$ cat config.mk
export PLATFORM = sky130hd
export DESIGN_NAME = sprite_line_fetcher
export DESIGN_NICKNAME = d
export VERILOG_FILES = /design/src/rtl/sprite_line_fetcher.sv
export SDC_FILE = /design/constraint.sdc
export NUM_CORES = 1
export LEC_CHECK = 0
export ABC_AREA = 1
export CAP_MARGIN = 15
export CORE_MARGIN = 2
export CORE_UTILIZATION = 50
export CTS_BUF_LIST = sky130_fd_sc_hd__clkbuf_8
export CTS_CLUSTER_SIZE = 40
export DETAILED_ROUTE_END_ITERATION = 10
export PLACE_DENSITY = 0.76
export SLEW_MARGIN = 20
export SYNTH_ARGS = -nofsm -noshare
export SYNTH_HDL_FRONTEND = slang
export SYNTH_SLANG_ARGS = --single-unit
$ cat constraint.sdc
create_clock -name clk -period 3 [get_ports clk]
set_clock_uncertainty 0.2 [all_clocks]
set_input_delay 0.6 -clock clk [delete_from_list [all_inputs] [get_ports clk]]
set_output_delay 0.6 -clock clk [all_outputs]
set_load 0.03 [all_outputs]
$ cat src/rtl/sprite_line_fetcher.sv
// Sprite ROM line fetcher: streams one 16-word sprite row into a ping-pong line buffer
// while the renderer reads pixels from the display bank.
module sprite_line_fetcher #(
  parameter int LAT_EBR = 2,
  parameter int LAT_LUT = 3
) (
  input  logic        clk,
  input  logic        reset,
  input  logic        req_valid_i,
  output logic        req_ready_o,
  input  logic [2:0]  req_sprite_i,
  input  logic [5:0]  req_row_i,
  output logic [2:0]  rom_sprite_sel_o,
  output logic [9:0]  rom_word_addr_o,
  input  logic [15:0] rom_data_i,
  input  logic        swap_i,
  input  logic [5:0]  rd_x_i,
  output logic [3:0]  rd_pix_o,
  output logic        busy_o,
  output logic        done_o
);

  localparam int PIPE_D = (LAT_LUT > LAT_EBR) ? LAT_LUT : LAT_EBR;

  typedef enum logic [1:0] {S_IDLE, S_ISSUE, S_DRAIN} state_t;

  state_t      state_q;
  logic        ready_q, busy_q, done_q;
  logic        lut_q, disp_q, fill_q, pending_q;
  logic [2:0]  sel_q;
  logic [9:0]  addr_q;
  logic [3:0]  word_q;
  logic [PIPE_D-1:0] tag_v_q;
  logic [3:0]  tag_idx_q [PIPE_D];
  logic [15:0] bank_q [2][16];

  logic        swap_now, disp_d, accept;
  logic        cap_v;
  logic [3:0]  cap_idx;
  logic [15:0] disp_word;

  // A deferred swap is honoured on the first idle edge, which is the edge ending the done cycle.
  assign swap_now = (state_q == S_IDLE) && (swap_i || pending_q);
  assign disp_d   = disp_q ^ swap_now;
  assign accept   = (state_q == S_IDLE) && req_valid_i && ready_q;

  always_comb begin
    cap_v   = 1'b0;
    cap_idx = '0;
    if (state_q != S_IDLE) begin
      cap_v   = lut_q ? tag_v_q[LAT_LUT-1]   : tag_v_q[LAT_EBR-1];
      cap_idx = lut_q ? tag_idx_q[LAT_LUT-1] : tag_idx_q[LAT_EBR-1];
    end
  end

  always_ff @(posedge clk) begin
    if (reset) begin
      state_q   <= S_IDLE;
      ready_q   <= 1'b1;
      busy_q    <= 1'b0;
      done_q    <= 1'b0;
      sel_q     <= '0;
      addr_q    <= '0;
      word_q    <= '0;
      lut_q     <= 1'b0;
      disp_q    <= 1'b0;
      fill_q    <= 1'b1;
      pending_q <= 1'b0;
    end else begin
      done_q <= 1'b0;
      case (state_q)
        S_IDLE: begin
          disp_q    <= disp_d;
          pending_q <= 1'b0;
          if (accept) begin
            sel_q   <= req_sprite_i;
            addr_q  <= {req_row_i, 4'd0};
            word_q  <= '0;
            lut_q   <= req_sprite_i[2];
            fill_q  <= ~disp_d;
            state_q <= S_ISSUE;
            ready_q <= 1'b0;
            busy_q  <= 1'b1;
          end
        end
        S_ISSUE: begin
          if (swap_i) pending_q <= 1'b1;
          if (word_q == 4'd15) begin
            state_q <= S_DRAIN;
          end else begin
            word_q <= word_q + 4'd1;
            addr_q <= {addr_q[9:4], word_q + 4'd1};
          end
        end
        S_DRAIN: begin
          if (swap_i) pending_q <= 1'b1;
          if (cap_v && (cap_idx == 4'd15)) begin
            state_q <= S_IDLE;
            done_q  <= 1'b1;
            ready_q <= 1'b1;
            busy_q  <= 1'b0;
          end
        end
        default: state_q <= S_IDLE;
      endcase
    end
  end

  // Tag pipeline: stage j holds the word index whose address was driven j+1 cycles ago.
  always_ff @(posedge clk) begin
    if (reset) begin
      for (int i = 0; i < PIPE_D; i++) begin
        tag_v_q[i]   <= 1'b0;
        tag_idx_q[i] <= '0;
      end
    end else begin
      tag_v_q[0]   <= (state_q == S_ISSUE);
      tag_idx_q[0] <= word_q;
      for (int i = 1; i < PIPE_D; i++) begin
        tag_v_q[i]   <= tag_v_q[i-1];
        tag_idx_q[i] <= tag_idx_q[i-1];
      end
    end
  end

  always_ff @(posedge clk) begin
    if (reset) begin
      for (int b = 0; b < 2; b++) begin
        for (int w = 0; w < 16; w++) begin
          bank_q[b][w] <= '0;
        end
      end
    end else if (cap_v) begin
      bank_q[fill_q][cap_idx] <= rom_data_i;
    end
  end

  assign disp_word = bank_q[disp_q][rd_x_i[5:2]];

  // Leftmost pixel of each word lives in the most significant nibble.
  always_comb begin
    rd_pix_o = '0;
    case (rd_x_i[1:0])
      2'd0: rd_pix_o = disp_word[15:12];
      2'd1: rd_pix_o = disp_word[11:8];
      2'd2: rd_pix_o = disp_word[7:4];
      2'd3: rd_pix_o = disp_word[3:0];
      default: rd_pix_o = '0;
    endcase
  end

  assign req_ready_o      = ready_q;
  assign busy_o           = busy_q;
  assign done_o           = done_q;
  assign rom_sprite_sel_o = sel_q;
  assign rom_word_addr_o  = addr_q;

endmodule

==> qor.csv <==
stage,metric,value,unit
timing,Tcrit/Tclk final,1.136,
setup_path,CP max stage delay,380,ps
cells_and_area,Final Util,0.6037,
floorplan,core area,0.04745,mm2
setup_path,CP required,2200,ps
cells_and_area,fin nets,2492,
setup_path,crit path capture type,output port,
setup_path,Critical Path Most Common Cell,nand2_1,
synth,"FF+latch count, synth",549,
grt,vias in the first global route,17820,
drt,DR top layer,met4,
drt,routed via count,18000,
grt,largest net degree at the start of global routing,65,
synth,Synth Net Count,2349,
drt,met3 WL,6275,um
cells_and_area,Diodes inserted,0,
placed_design,# port buffers,54,
placed_design,Placer Congestion,0.8845,
timing,Slew Limit Headroom,0.5111,
drt,WL/cell,20.58,um
clock_tree,Worst-path clk slew,70,ps
cells_and_area,"Non-Filler Cell Area, Final",0.02864,mm2
power_and_ir_drop,total power,19580,uW
timing,Hold WS,189.3,ps
floorplan,die width,222.6,um
power_and_ir_drop,total power divided by cell area,683.5,mW/mm2
drt,DRC Markers,0,
floorplan,# rows,80,
floorplan,Initial Utilization,0.5033,
timing,RSZ-0062 raised after global routing,true,
clock_tree,clock sinks,549,
drt,final wirelength,64470,um
setup_path,crit start category,register,
synth,Syn Inst Count,2309,
placed_design,"Cell Area, Placed",0.02616,mm2
timing,Tightest Pin Transition,732.6,ps
cells_and_area,most frequent cells in the layout,"687 x nand2_1, 512 x edfxtp_1, 392 x nand3_1, 303 x nor2_1, 93 x clkbuf_8",
setup_path,WP data arrival,2610,ps
run,Max-Cap Viols,0,
drt,TritonRoute pass-1 iters,6,
grt,first-pass GRT wire length,100100,um
power_and_ir_drop,worst vdd ir,436.4,uV
floorplan,Die H,222.6,um
timing,final worst slack,-406.9,ps
timing,# setup viols final,4,
synth,Synth Area per Inst,10.34,um2
cells_and_area,"most common cell after layout, fill and taps aside",nand2_1,
synth,sequential area share after synthesis,0.6748,
setup_path,critical path cell sequence,buf_12 > buf_12 > inv_8 > buf_6 > nand2_1 > nand3_1 > nand3_1 > nand2_1 > nand2_1 > nand3_2 > nand3_2 > nand4_1 > buf_6,
clock_tree,CTS max path bufs,3,
clock_tree,H-tree levels,3,
drt,Iter 0 DRT Violations,2164,
timing,fin crit period,3407,ps
outcome,failing checks,negative setup slack,
cells_and_area,fraction of layout cells with a size suffix above 1,0.1545,
grt,gr ovfl total,0,
floorplan,number of I/O pins,55,
drt,met2 WL,31190,um
clock_tree,clock latency on the worst-skew pair,690,ps
grt,initial antenna violation count,0,
clock_tree,Root Buffer,clkbuf_8,
clock_tree,# hold bufs at CTS,0,
timing,"Slew Viols, Final",0,
timing,FMAX,0.2935,GHz
cells_and_area,fill cell count,3735,
synth,synth unique cells,35,
floorplan,Die Area,0.04953,mm2
placed_design,dpl ws,-81.44,ps
drt,Metal-1 WL,24270,um
drt,vias per inst,5.748,
timing,"Hold Violations, Final",0,
outcome,outcome,"finished, violations left",
cells_and_area,Layout area overhead,19.93,%
clock_tree,CTS Buf Count,91,
setup_path,crit-path max FO,7,
synth,Mapped Area,0.02388,mm2
clock_tree,CTS tree,done,
placed_design,post-DP HPWL,39870,um
setup_path,Crit-path slowest cell,dfxtp_4,
hold_path,path category of the worst min-delay check,register to register,
power_and_ir_drop,leak pwr,0.01092,uW
setup_path,Crit Path Class,register to output port,
drt,Routed Antenna Nets,0,
synth,Syn. warnings,0,
grt,Total GRT Usage,0.2635,
where the power goes:
group / switching (uW) / internal (uW)
sequential: 175 / 8910
clock: 2960 / 3130
combinational: 2800 / 1600
total: 5940 / 13600
worst max-delay path: cells and delay by family (launching register included):
family / cells / cell delay [ps]
buffers and inverters: 5 / 680
DFF: 1 / 380
and+or+nand+nor: 8 / 850
synthesized netlist by cell type (all sizes together):
library cell / instances / share of area
edfxtp: 512 / 0.64
dfxtp: 37 / 0.031
nand2: 715 / 0.11
or2: 1 / 0.00026
ha: 5 / 0.0026
buf: 55 / 0.011
nand3: 455 / 0.10
nand3b: 1 / 0.00084
a211oi: 1 / 0.00031
o21ai: 14 / 0.0034
nor3: 6 / 0.0022
nor2: 321 / 0.055
a32o: 1 / 0.00042
clkinv: 1 / 0.00016
xor2: 1 / 0.00037
inv: 56 / 0.0088
nand4: 4 / 0.0010
a21oi: 25 / 0.0057
o211ai: 1 / 0.00031
clkbuf: 97 / 0.015
metrics by stage:
stage | std cells | TNS [ps]
finish | 3132 | -1474
global placement | 2953 | -191.6
detailed placement | 2953 | -173.2
global route | 3132 | -1808
CTS | 3130 | -1415
floorplan | 2309 | 0
cell families after synthesis:
logic type      Yosys count  synth area share
compound gates           42           0.01016
buf+inv                 209           0.03568
simple gates           1503            0.2764
flops                   549            0.6748
xor+xnor                  1         0.0003668
fa+ha+maj                 5          0.002620
registers in the layout, indices dropped and copies added, names as in the netlist, 2 cells and up, named ones only:
signal / flops
bank_q: 512
rom_sprite_sel_o: 2
rom_word_addr_o: 10
state_q: 2
tag_idx_q: 12
tag_v_q: 3
repair_timing:
item                       CTS  global route
pin swaps                   24            24
setup buffers               11             0
gates resized for setup     70            49
setup endpoints to repair    4             4
cloned                       8             2
metal layers:
layer  GRT usage  vias to the layer above
li1            -                     8143
met1      0.3370                     8647
met2      0.4315                     1036
met3     0.05104                      177
met4      0.1314                        0
met5           0                        -
layout make-up:
type / instances / area [um2] / share of cell area
repair inverters: 2 / 31.28 / 0.001092
well taps: 615 / 769.5 / 0.02687
clock inverters: 65 / 365.4 / 0.01276
flip-flops and latches: 549 / 16120 / 0.5628
inverters: 57 / 232.7 / 0.008125
repair buffers: 200 / 2604 / 0.09091
multi-input cells: 1551 / 7239 / 0.2528
clock buffers: 93 / 1280 / 0.04469
final timing paths:
check	from	endpoint	slack, ps	cells past startpoint
min reg2reg	tag_idx_q[0][3]$_SDFF_PP0_	tag_idx_q[0][7]$_SDFF_PP0_	190	2
max	register	rd_pix_o[1]	-410	13
max reg2reg	state_q[0]$_SDFFE_PP0P_	bank_q[1][195]$_DFFE_PP_	360	11
min	tag_idx_q[0][3]$_SDFF_PP0_	tag_idx_q[0][7]$_SDFF_PP0_	190	2
No activity file was read; power rests on OpenSTA's default activity.
